File: src/rtl/dac_routing.sv
// Routes one sample stream to DAC channel A or B, parking both channels at
// PARK_VALUE for SETTLE_CYCLES clocks whenever the requested channel changes.
module dac_routing #(
    parameter int               WIDTH         = 32,
    parameter int               SETTLE_CYCLES = 16,
    parameter logic [WIDTH-1:0] PARK_VALUE    = '0
) (
    input  logic             clk,
    input  logic             rst,
    input  logic [WIDTH-1:0] dac_i,
    input  logic             dac_valid_i,
    input  logic             user_cntr,
    output logic [WIDTH-1:0] dac_a_o,
    output logic [WIDTH-1:0] dac_b_o,
    output logic             dac_a_valid_o,
    output logic             dac_b_valid_o,
    output logic             switching_o,
    output logic [15:0]      switch_count_o
);

    typedef enum logic {ROUTE, PARK} state_t;

    localparam logic [7:0] SETTLE_LOAD = 8'(SETTLE_CYCLES - 1);

    state_t           state, state_nxt;
    logic             active_sel, active_sel_nxt;
    logic [7:0]       settle_cnt, settle_cnt_nxt;
    logic [WIDTH-1:0] dac_a_nxt, dac_b_nxt;
    logic             dac_a_valid_nxt, dac_b_valid_nxt;
    logic             switching_nxt;
    logic [15:0]      switch_count, switch_count_nxt;

    assign switch_count_o = switch_count;

    always_comb begin
        state_nxt        = state;
        active_sel_nxt   = active_sel;
        settle_cnt_nxt   = settle_cnt;
        dac_a_nxt        = dac_a_o;
        dac_b_nxt        = dac_b_o;
        dac_a_valid_nxt  = 1'b0;
        dac_b_valid_nxt  = 1'b0;
        switching_nxt    = switching_o;
        switch_count_nxt = switch_count;

        case (state)
            ROUTE: begin
                if (user_cntr != active_sel) begin
                    // Channel change requested: the sample on this edge is dropped.
                    state_nxt      = PARK;
                    settle_cnt_nxt = SETTLE_LOAD;
                    dac_a_nxt      = PARK_VALUE;
                    dac_b_nxt      = PARK_VALUE;
                    switching_nxt  = 1'b1;
                end else if (!active_sel) begin
                    dac_b_nxt = PARK_VALUE;
                    if (dac_valid_i) begin
                        dac_a_nxt       = dac_i;
                        dac_a_valid_nxt = 1'b1;
                    end
                end else begin
                    dac_a_nxt = PARK_VALUE;
                    if (dac_valid_i) begin
                        dac_b_nxt       = dac_i;
                        dac_b_valid_nxt = 1'b1;
                    end
                end
            end

            PARK: begin
                dac_a_nxt = PARK_VALUE;
                dac_b_nxt = PARK_VALUE;
                if (settle_cnt != 8'd0) begin
                    settle_cnt_nxt = settle_cnt - 8'd1;
                end else begin
                    // Outputs stay parked on the exit edge; routing resumes next edge.
                    state_nxt      = ROUTE;
                    active_sel_nxt = user_cntr;
                    switching_nxt  = 1'b0;
                    if ((user_cntr != active_sel) && (switch_count != 16'hFFFF))
                        switch_count_nxt = switch_count + 16'd1;
                end
            end

            default: state_nxt = ROUTE;
        endcase
    end

    always_ff @(posedge clk) begin
        if (rst) begin
            state         <= ROUTE;
            active_sel    <= 1'b0;
            settle_cnt    <= 8'd0;
            dac_a_o       <= PARK_VALUE;
            dac_b_o       <= PARK_VALUE;
            dac_a_valid_o <= 1'b0;
            dac_b_valid_o <= 1'b0;
            switching_o   <= 1'b0;
            switch_count  <= 16'd0;
        end else begin
            state         <= state_nxt;
            active_sel    <= active_sel_nxt;
            settle_cnt    <= settle_cnt_nxt;
            dac_a_o       <= dac_a_nxt;
            dac_b_o       <= dac_b_nxt;
            dac_a_valid_o <= dac_a_valid_nxt;
            dac_b_valid_o <= dac_b_valid_nxt;
            switching_o   <= switching_nxt;
            switch_count  <= switch_count_nxt;
        end
    end

endmodule

File: config.mk
export PLATFORM = sky130hd
export DESIGN_NAME = dac_routing
export DESIGN_NICKNAME = d
export VERILOG_FILES = /design/src/rtl/dac_routing.sv
export SDC_FILE = /design/constraint.sdc
export NUM_CORES = 1
export LEC_CHECK = 0
export ABC_AREA = 1
export CORE_MARGIN = 1
export CORE_UTILIZATION = 30
export CTS_BUF_LIST = sky130_fd_sc_hd__clkbuf_8 sky130_fd_sc_hd__clkbuf_16
export CTS_CLUSTER_DIAMETER = 120
export DETAILED_ROUTE_END_ITERATION = 10
export GPL_TIMING_DRIVEN = 0
export PLACE_DENSITY = 0.55
export SLEW_MARGIN = 20
export SYNTH_ARGS = -nofsm -noshare
export SYNTH_HDL_FRONTEND = slang
export SYNTH_SLANG_ARGS = --single-unit
File: constraint.sdc
create_clock -name clk -period 2 [get_ports clk]
set_input_delay 0.3 -clock clk [delete_from_list [all_inputs] [get_ports clk]]
set_output_delay 0.3 -clock clk [all_outputs]
set_load 0.01 [all_outputs]
==> results.cfg, run 1 <==
[outcome]
status = complete, no violations

[floorplanning]
die_area_mm2 = 0.01356
io_pins = 119
chipWidth_um = 116.5
start_util = 0.3102
core_mm2 = 0.01267
rows = 41
fp.dieH_um = 116.5

[placement]
placedCellCount = 833
io_buffers = 116
pre_cts_ws_ns = -0.1098
dp_hpwl_um = 8191
routabilityCongestion = 0.8088

[finish]
final_common_cell = clkdlybuf4s50_1
antenna_cells = 0
fill_cells = 1344
drive_gt1_frac = 0.08715
layout_common_cells = clkdlybuf4s50_1, nand2_1, nor2_1, dfxtp_1, a21oi_1
fin_nets = 712
stdcell_count = 849
area_growth_pct = 42.22
seq_area_mm2 = 0.001862
multiInputGateArea_mm2 = 0.001707

[grt]
track_usage = 0.1639
grt_max_degree = 18
grt_pass1_vias = 3494
grt_pass1_wl_um = 17020
grt-ovfl-total = 0
antenna_found_initial = 0

[synthesis]
syn_area_mm2 = 0.003930
synth-seq-cells = 93
seq_area_frac_synth = 0.4737
synth_nets = 585
synth.avg_cell_area_um2 = 7.211
yosysUniqueCellTypes = 29
syn_inst = 545
yosys_warnings = 0

[cts]
cts_max_path_buffers = 2
clk_pin_slew_worst_paths_ns = 0.07
cts_buffers = 9
cts.sink_count = 93
ctsResizeCount = 0
ctsHoldBuffers = 0
cts-root-buf = clkbuf_16
clock_latency_ns = 0.34
cts_tree = built
cts-htree-levels = 3
post_cts_buffers = 0

[route]
via_per_inst = 4.391
drc = 0
routed_wl_um = 10810
wl_per_cell_um = 12.74
drt_first_pass_iters = 4
drt-initial-drc-count = 219
ant_nets = 0
num_vias = 3728

[sta]
period_share = 0.8597
period_needed_ns = 1.719
drv_slew = 0
max_freq_mhz = 581.6
finClkSkew_ns = 0.003256
rsz0062_at_grt = false
setup_ws_ns = 0.2807
setup_viol = 0
tns_ns = 0
slew_headroom = 0.5827
final-hold-violation-count = 0
worstMarginPinSlew_ns = 0.6260

[setup_path]
startpoint_type = input port
crit_arrival_ns = 2.00
end_kind = register
crit_type = input port to register
crit_required_ns = 2.28
critPathMaxFanout = 10

[power]
power_uw = 4411
peakVddDrop_mv = 0.3727
power_density_mw_per_mm2 = 789.2
power.leakage_uw = 0.002285

[flow_run]
max_cap_viol_count = 0

[worst_hold_path]
hold_path_class = input port to register
-- synthesized netlist by cell type --
library cell  number  area share
a21oi_1           78       0.099
a31oi_1            1      0.0016
buf_2             13       0.017
buf_4              1      0.0019
buf_6              1      0.0029
clkbuf_1           7      0.0067
clkinv_1           3      0.0029
dfxtp_1           93        0.47
ha_1               4       0.013
inv_1             61       0.058
inv_2              3      0.0029
nand2_1          110        0.11
nand2_2            4      0.0064
nand2_4            3      0.0086
nand3_1           21       0.027
nand3_2            3      0.0076
nand4_1            7       0.011
nor2_1           102       0.097
nor2_2             6      0.0096
nor2_4             7       0.020
nor3_1             2      0.0025
nor3_2             1      0.0025
nor4_1             1      0.0016
o21ai_0            6      0.0076
o21ai_1            1      0.0013
o31ai_1            1      0.0019
or2_2              1      0.0016
xnor2_1            2      0.0045
xor2_1             2      0.0045
-- cell families after synthesis --
family                   count (synthesis)  share of synthesized area
AND/OR/NAND/NOR                        268                     0.3009
flip-flops                              93                     0.4737
buffers and inverters                   89                    0.09201
AO/OA/AOI/OAI                           87                     0.1117
XOR/XNOR                                 4                   0.008916
adder cells (fa/ha/maj)                  4                    0.01274
-- metrics by stage --
step	util	hold slack, ns	instance area (µm²)
floorplan	-	0.4550	3930
global placement	0.4188	0.4648	5306
detailed placement	0.4188	0.4704	5306
CTS	0.4411	0.2564	5589
global route	0.4411	0.2824	5589
finish	0.4411	0.2537	5589
-- final cells by class --
class,instances,area share
buffer,22,0.01970
clock buffer,9,0.04030
clock inverter,7,0.01030
inverter,67,0.04500
multi-input combinational,363,0.3054
sequential,93,0.3331
tap,172,0.03850
timing repair buffer,116,0.2077
-- state kept, by name, indices dropped and copies added, names as in the netlist --
name            count
active_sel          1
dac_a_o            32
dac_a_valid_o       1
dac_b_o            32
dac_b_valid_o       1
settle_cnt          8
state               1
switch_count_o     16
switching_o         1
-- worst max-delay path: stages --
cell and delay, ns:
clkdlybuf4s50_1 0.48, inv_1 0.06, ha_1 0.36, nor2_1 0.18, nand3_1 0.21, buf_2 0.26
nor2_1 0.13
-- where the power goes --
group / internal (µW) / switching [µW]
registers: 1940 / 61.2
logic: 324 / 464
clock network: 860 / 764
total: 3120 / 1290
-- final timing paths --
check	startpoint	to	slack, ns	cells after the start
worst max register to register	switch_count_o[0]$_SDFFE_PP0P_	switch_count_o[13]$_SDFFE_PP0P_	0.31	9
worst min-delay path	rst	switch_count_o[4]$_SDFFE_PP0P_	0.25	2
worst min register to register	dac_a_o[28]$_SDFFE_PP0P_	dac_a_o[28]$_SDFFE_PP0P_	0.48	2
worst max-delay path	user_cntr	dac_a_o[20]$_SDFFE_PP0P_	0.28	7
-- metal layers --
layer | vias to the layer above | GRT usage | wire (µm)
li1 | 1957 | - | -
met1 | 1671 | 0.2067 | 4961
met2 | 83 | 0.2671 | 5014
met3 | 17 | 0.02906 | 566
met4 | 0 | 0.08632 | 271
met5 | - | 0 | 0
(Power assumes the default switching activity.)
==> run 2, diff against run 1 <==
- SETUP_SLACK_MARGIN: unset -> 0.2
==> results.cfg, run 2 (synthesis gave the netlist of run 1 again) <==
[outcome]
status = complete, no violations

[route]
wl_per_cell_um = 12.78
drc = 0
drt-initial-drc-count = 205
ant_nets = 0
via_per_inst = 4.425
num_vias = 3757
drt_first_pass_iters = 4
routed_wl_um = 10850

[finish]
fin_nets = 712
stdcell_count = 849
layout_common_cells = clkdlybuf4s50_1, nand2_1, nor2_1, dfxtp_1, a21oi_1
final_common_cell = clkdlybuf4s50_1
antenna_cells = 0
final_area_mm2 = 0.005609
postLayoutCoreUtil = 0.4427
drive_gt1_frac = 0.09453
fill_cells = 1342
seq_area_mm2 = 0.001862
multiInputGateArea_mm2 = 0.001727
area_growth_pct = 42.73

[grt]
grt-ovfl-total = 0
track_usage = 0.1639
grt_pass1_vias = 3494
antenna_found_initial = 0
grt_max_degree = 18
grt_pass1_wl_um = 17020

[cts]
cts-htree-levels = 3
clock_latency_ns = 0.34
cts_max_path_buffers = 2
cts_tree = built
cts.sink_count = 93
clk_pin_slew_worst_paths_ns = 0.07
cts-root-buf = clkbuf_16
cts_buffers = 9

[floorplanning]
start_util = 0.3102
die_area_mm2 = 0.01356
chipWidth_um = 116.5
fp.dieH_um = 116.5
rows = 41
core_mm2 = 0.01267
io_pins = 119

[setup_path]
path_cells = clkdlybuf4s50_1
cp_top_family = buffers and inverters
crit_required_ns = 1.70
crit_type = register to output pin
startpoint_type = register
crit_arrival_ns = 1.43
crit_buf_inv = 1
end_kind = output pin
critPathMaxFanout = 7
critPathMaxStageDelay_ns = 0.60
cp_slowest_cell = clkdlybuf4s50_1
r2r_slack_ns = 0.34

[sta]
period_needed_ns = 1.729
setup_viol = 0
finClkSkew_ns = 0.004174
period_share = 0.8643
rsz0062_at_grt = false
slew_headroom = 0.5838
max_freq_mhz = 578.5
drv_slew = 0
worstMarginPinSlew_ns = 0.6244
final-hold-violation-count = 0

[power]
p_sw_frac = 0.2936
comb_power_share = 0.180
peakVddDrop_mv = 0.3724
power.leakage_uw = 0.002284
internal_power_uw = 3125
switchingPower_uw = 1299
seq_power_share = 0.452
clkPwrFrac = 0.368
power_density_mw_per_mm2 = 788.7

[placement]
placedCellCount = 833
routabilityCongestion = 0.8088
io_buffers = 116
place_area_mm2 = 0.005306
dp_hpwl_um = 8191

[worst_hold_path]
hold_path_class = input port to register

[flow_run]
max_cap_viol_count = 0
run 2: cell counts in the layout (fill, tap and decap cells not counted):
No cell type changed its count.
run 2: worst reg2reg max path, cell delays in order, from the launching register on:
cell and delay, ns:
dfxtp_1 0.42, ha_2 0.26, inv_1 0.08, nor2_4 0.17, nand4_1 0.13, buf_2 0.22
nand3_1 0.10, nand2_1 0.05, nand2_1 0.07, nor2_1 0.04
run 2: repair_timing:
item / 4_1_cts / 5_1_grt
buffers inserted: 0 / 0
endpoints found under the setup margin: 0 / 62
gates resized for setup: 0 / 5
hold buffers: 0 / 0
run 2: final cells by class:
cell class	instances	area share
Buffer	22	0.01963
Timing Repair Buffer	116	0.2070
Inverter	67	0.04484
Multi-Input combinational cell	363	0.3078
Sequential cell	93	0.3319
Clock buffer	9	0.04015
Tap cell	172	0.03837
Clock inverter	7	0.01026
run 2: metal layers:
metal	wire [µm]	share of wire	GRT usage
met2	5057	0.47	0.2671
met5	0	0	0
met1	5009	0.46	0.2067
met3	512	0.047	0.02906
met4	270	0.025	0.08632
run 2: final timing paths:
path,startpoint,to,cells past startpoint
max,switch_count_o[8]$_SDFFE_PP0P_,switch_count_o[8],1
min,rst,switch_count_o[4]$_SDFFE_PP0P_,2
max reg2reg,switch_count_o[0]$_SDFFE_PP0P_,switch_count_o[13]$_SDFFE_PP0P_,9
min reg2reg,dac_a_o[28]$_SDFFE_PP0P_,dac_a_o[28]$_SDFFE_PP0P_,2
run 2: through the flow:
step / total power [µW] / setup TNS [ns] / hold WS, ns / setup WS, ns
finish: 4424 / 0 / 0.2556 / 0.2714
global route: 4677 / 0 / 0.2824 / 0.2027
CTS: 4489 / 0 / 0.2564 / 0.2294
detailed placement: 2833 / -5.671 / 0.4704 / -0.1098
global placement: 2821 / -3.548 / 0.4648 / -0.06974
floorplan: 2546 / 0 / 0.4550 / 0.4643
run 2: power by group through the flow:
stage          Sequential (µW)  Combinational, µW  Clock (µW)
2_1_floorplan             2050                492           0
3_3_place_gp              2040                781           0
3_5_place_dp              2040                791           0
4_1_cts                   2000                797        1690
5_1_grt                   2010                896        1770
6_report                  2000                796        1630
==> run 3, diff against run 2 <==
- CORE_UTILIZATION: 30 -> 47
- PLACE_DENSITY: 0.55 -> 0.8
==> results.cfg, run 3 (synthesis gave the netlist of run 1 again) <==
[outcome]
status = complete, no violations

[setup_path]
crit_arrival_ns = 1.44
rr_startpoint = switch_count_o[0]$_SDFFE_PP0P_
cp_slowest_cell = clkdlybuf4s50_1
r2r_slack_ns = 0.32
end_kind = output pin
critPathMaxFanout = 7
crit_buf_inv = 1
startpoint_type = register
reg2reg_depth = 9
critPathMaxStageDelay_ns = 0.60
r2r-end = switch_count_o[13]$_SDFFE_PP0P_
cp-startpoint = switch_count_o[8]$_SDFFE_PP0P_
path_cells = clkdlybuf4s50_1
crit_required_ns = 1.70
crit_type = register to output pin
cp_top_family = buffers and inverters

[finish]
drive_gt1_frac = 0.08728
antenna_cells = 0
layout_common_cells = clkdlybuf4s50_1, nand2_1, nor2_1, dfxtp_1, a21oi_1
postLayoutCoreUtil = 0.6864
stdcell_count = 778
final_common_cell = clkdlybuf4s50_1
fin_nets = 712
area_growth_pct = 37.76

[worst_hold_path]
hold_path_class = input port to register
min_path_cells = 2
hp-start = rst
whs_endpoint = switch_count_o[4]$_SDFFE_PP0P_

[floorplanning]
fp.dieH_um = 93.44
rows = 32
io_pins = 119
start_util = 0.4983
core_mm2 = 0.007888
die_area_mm2 = 0.008731
chipWidth_um = 93.44

[cts]
clock_latency_ns = 0.37
cts-root-buf = clkbuf_8
clk_pin_slew_worst_paths_ns = 0.09
cts_tree = built
post_cts_buffers = 0
cts-htree-levels = 3
cts_max_path_buffers = 2
ctsHoldBuffers = 0
cts.sink_count = 93
cts_buffers = 9

[power]
p_sw_frac = 0.2958
comb_power_share = 0.196
power.leakage_uw = 0.002240
switchingPower_uw = 1190
power_density_mw_per_mm2 = 743.0
seq_power_share = 0.497
peakVddDrop_mv = 0.4356
internal_power_uw = 2832
clkPwrFrac = 0.307

[sta]
rsz0062_at_grt = false
final-hold-violation-count = 0
slew_headroom = 0.6396
whs_ns = 0.2347
drv_slew = 0
worstMarginPinSlew_ns = 0.5405
period_share = 0.8702
setup_viol = 0
max_freq_mhz = 574.6
period_needed_ns = 1.740
finClkSkew_ns = 0.009832

[route]
wl_per_cell_um = 13.25
drc = 0
drt_first_pass_iters = 8
via_per_inst = 4.960
num_vias = 3859
routed_wl_um = 10310
ant_nets = 0
drt-initial-drc-count = 115

[grt]
grt_pass1_vias = 3652
track_usage = 0.2434
grt_max_degree = 16
grt_pass1_wl_um = 16810
grt-ovfl-total = 0
antenna_found_initial = 0

[placement]
routabilityCongestion = 0.8793
io_buffers = 116
dp_hpwl_um = 7713
placedCellCount = 763

[flow_run]
max_cap_viol_count = 0
-- run 3: cell types whose count changed in the layout (fill, tap and decap cells not counted), moves of 2 or more --
| cell | change |
|---|---|
| clkbuf_8 | +9 |
| nand3_2 | -2 |
| inv_6 | -2 |
| clkbuf_16 | -9 |
| nand3_1 | +2 |
-- run 3: worst max path at each step --
stage,end,slack [ns],cells past startpoint
floorplan,switch_count_o[13]$_SDFFE_PP0P_,0.46,9
global placement,dac_b_o[13]$_SDFFE_PP0P_,-0.02,7
detailed placement,dac_a_o[12]$_SDFFE_PP0P_,-0.11,7
CTS,switch_count_o[8],0.25,1
global route,switch_count_o[8],0.23,1
finish,switch_count_o[8],0.26,1
-- run 3: final cells by class --
type | count | area (µm²)
clock buffer | 9 | 123.9
inverter | 67 | 251.5
multi-input combinational | 363 | 1712
clock inverter | 6 | 66.31
timing repair buffer | 116 | 1161
tap | 102 | 127.6
fill | 673 | 2474
sequential | 93 | 1862
buffer | 22 | 110.1
-- run 3: what timing repair did --
item,in CTS,in global routing
setup endpoints to repair,0,38
gates resized for setup,0,2
hold endpoints to repair,0,0
-- run 3: worst register-to-register path, delay by kind of cell, from the launching register on --
family / cells / cell delay (ns)
adders and majority gates: 1 / 0.25
buffers and inverters: 2 / 0.29
DFF: 1 / 0.43
and+or+nand+nor: 6 / 0.58
-- run 3: metal layers --
metal,wire length (µm),share of wire,track usage
met5,0,0,0
met4,172,0.017,0.1000
met3,638,0.062,0.03415
met2,5020,0.49,0.4369
met1,4477,0.43,0.2899
-- run 3: through the flow --
| step | TNS (ns) | area, µm² | total power [µW] | setup slack [ns] |
|---|---|---|---|---|
| after detailed placement | -4.665 | 5219 | 2824 | -0.1087 |
| after floorplan | 0 | 3930 | 2546 | 0.4643 |
| after global routing | 0 | 5414 | 4239 | 0.2266 |
| final | 0 | 5414 | 4023 | 0.2596 |
| after CTS | 0 | 5409 | 4051 | 0.2503 |
| after global placement | -0.2363 | 5219 | 2801 | -0.01807 |
-- run 3: power groups by stage --
stage | Combinational (µW) | Sequential (µW) | Clock [µW]
after floorplan | 492 | 2050 | 0
after global placement | 763 | 2040 | 0
after detailed placement | 783 | 2040 | 0
after CTS | 788 | 2000 | 1260
after global routing | 881 | 2010 | 1340
final | 788 | 2000 | 1240
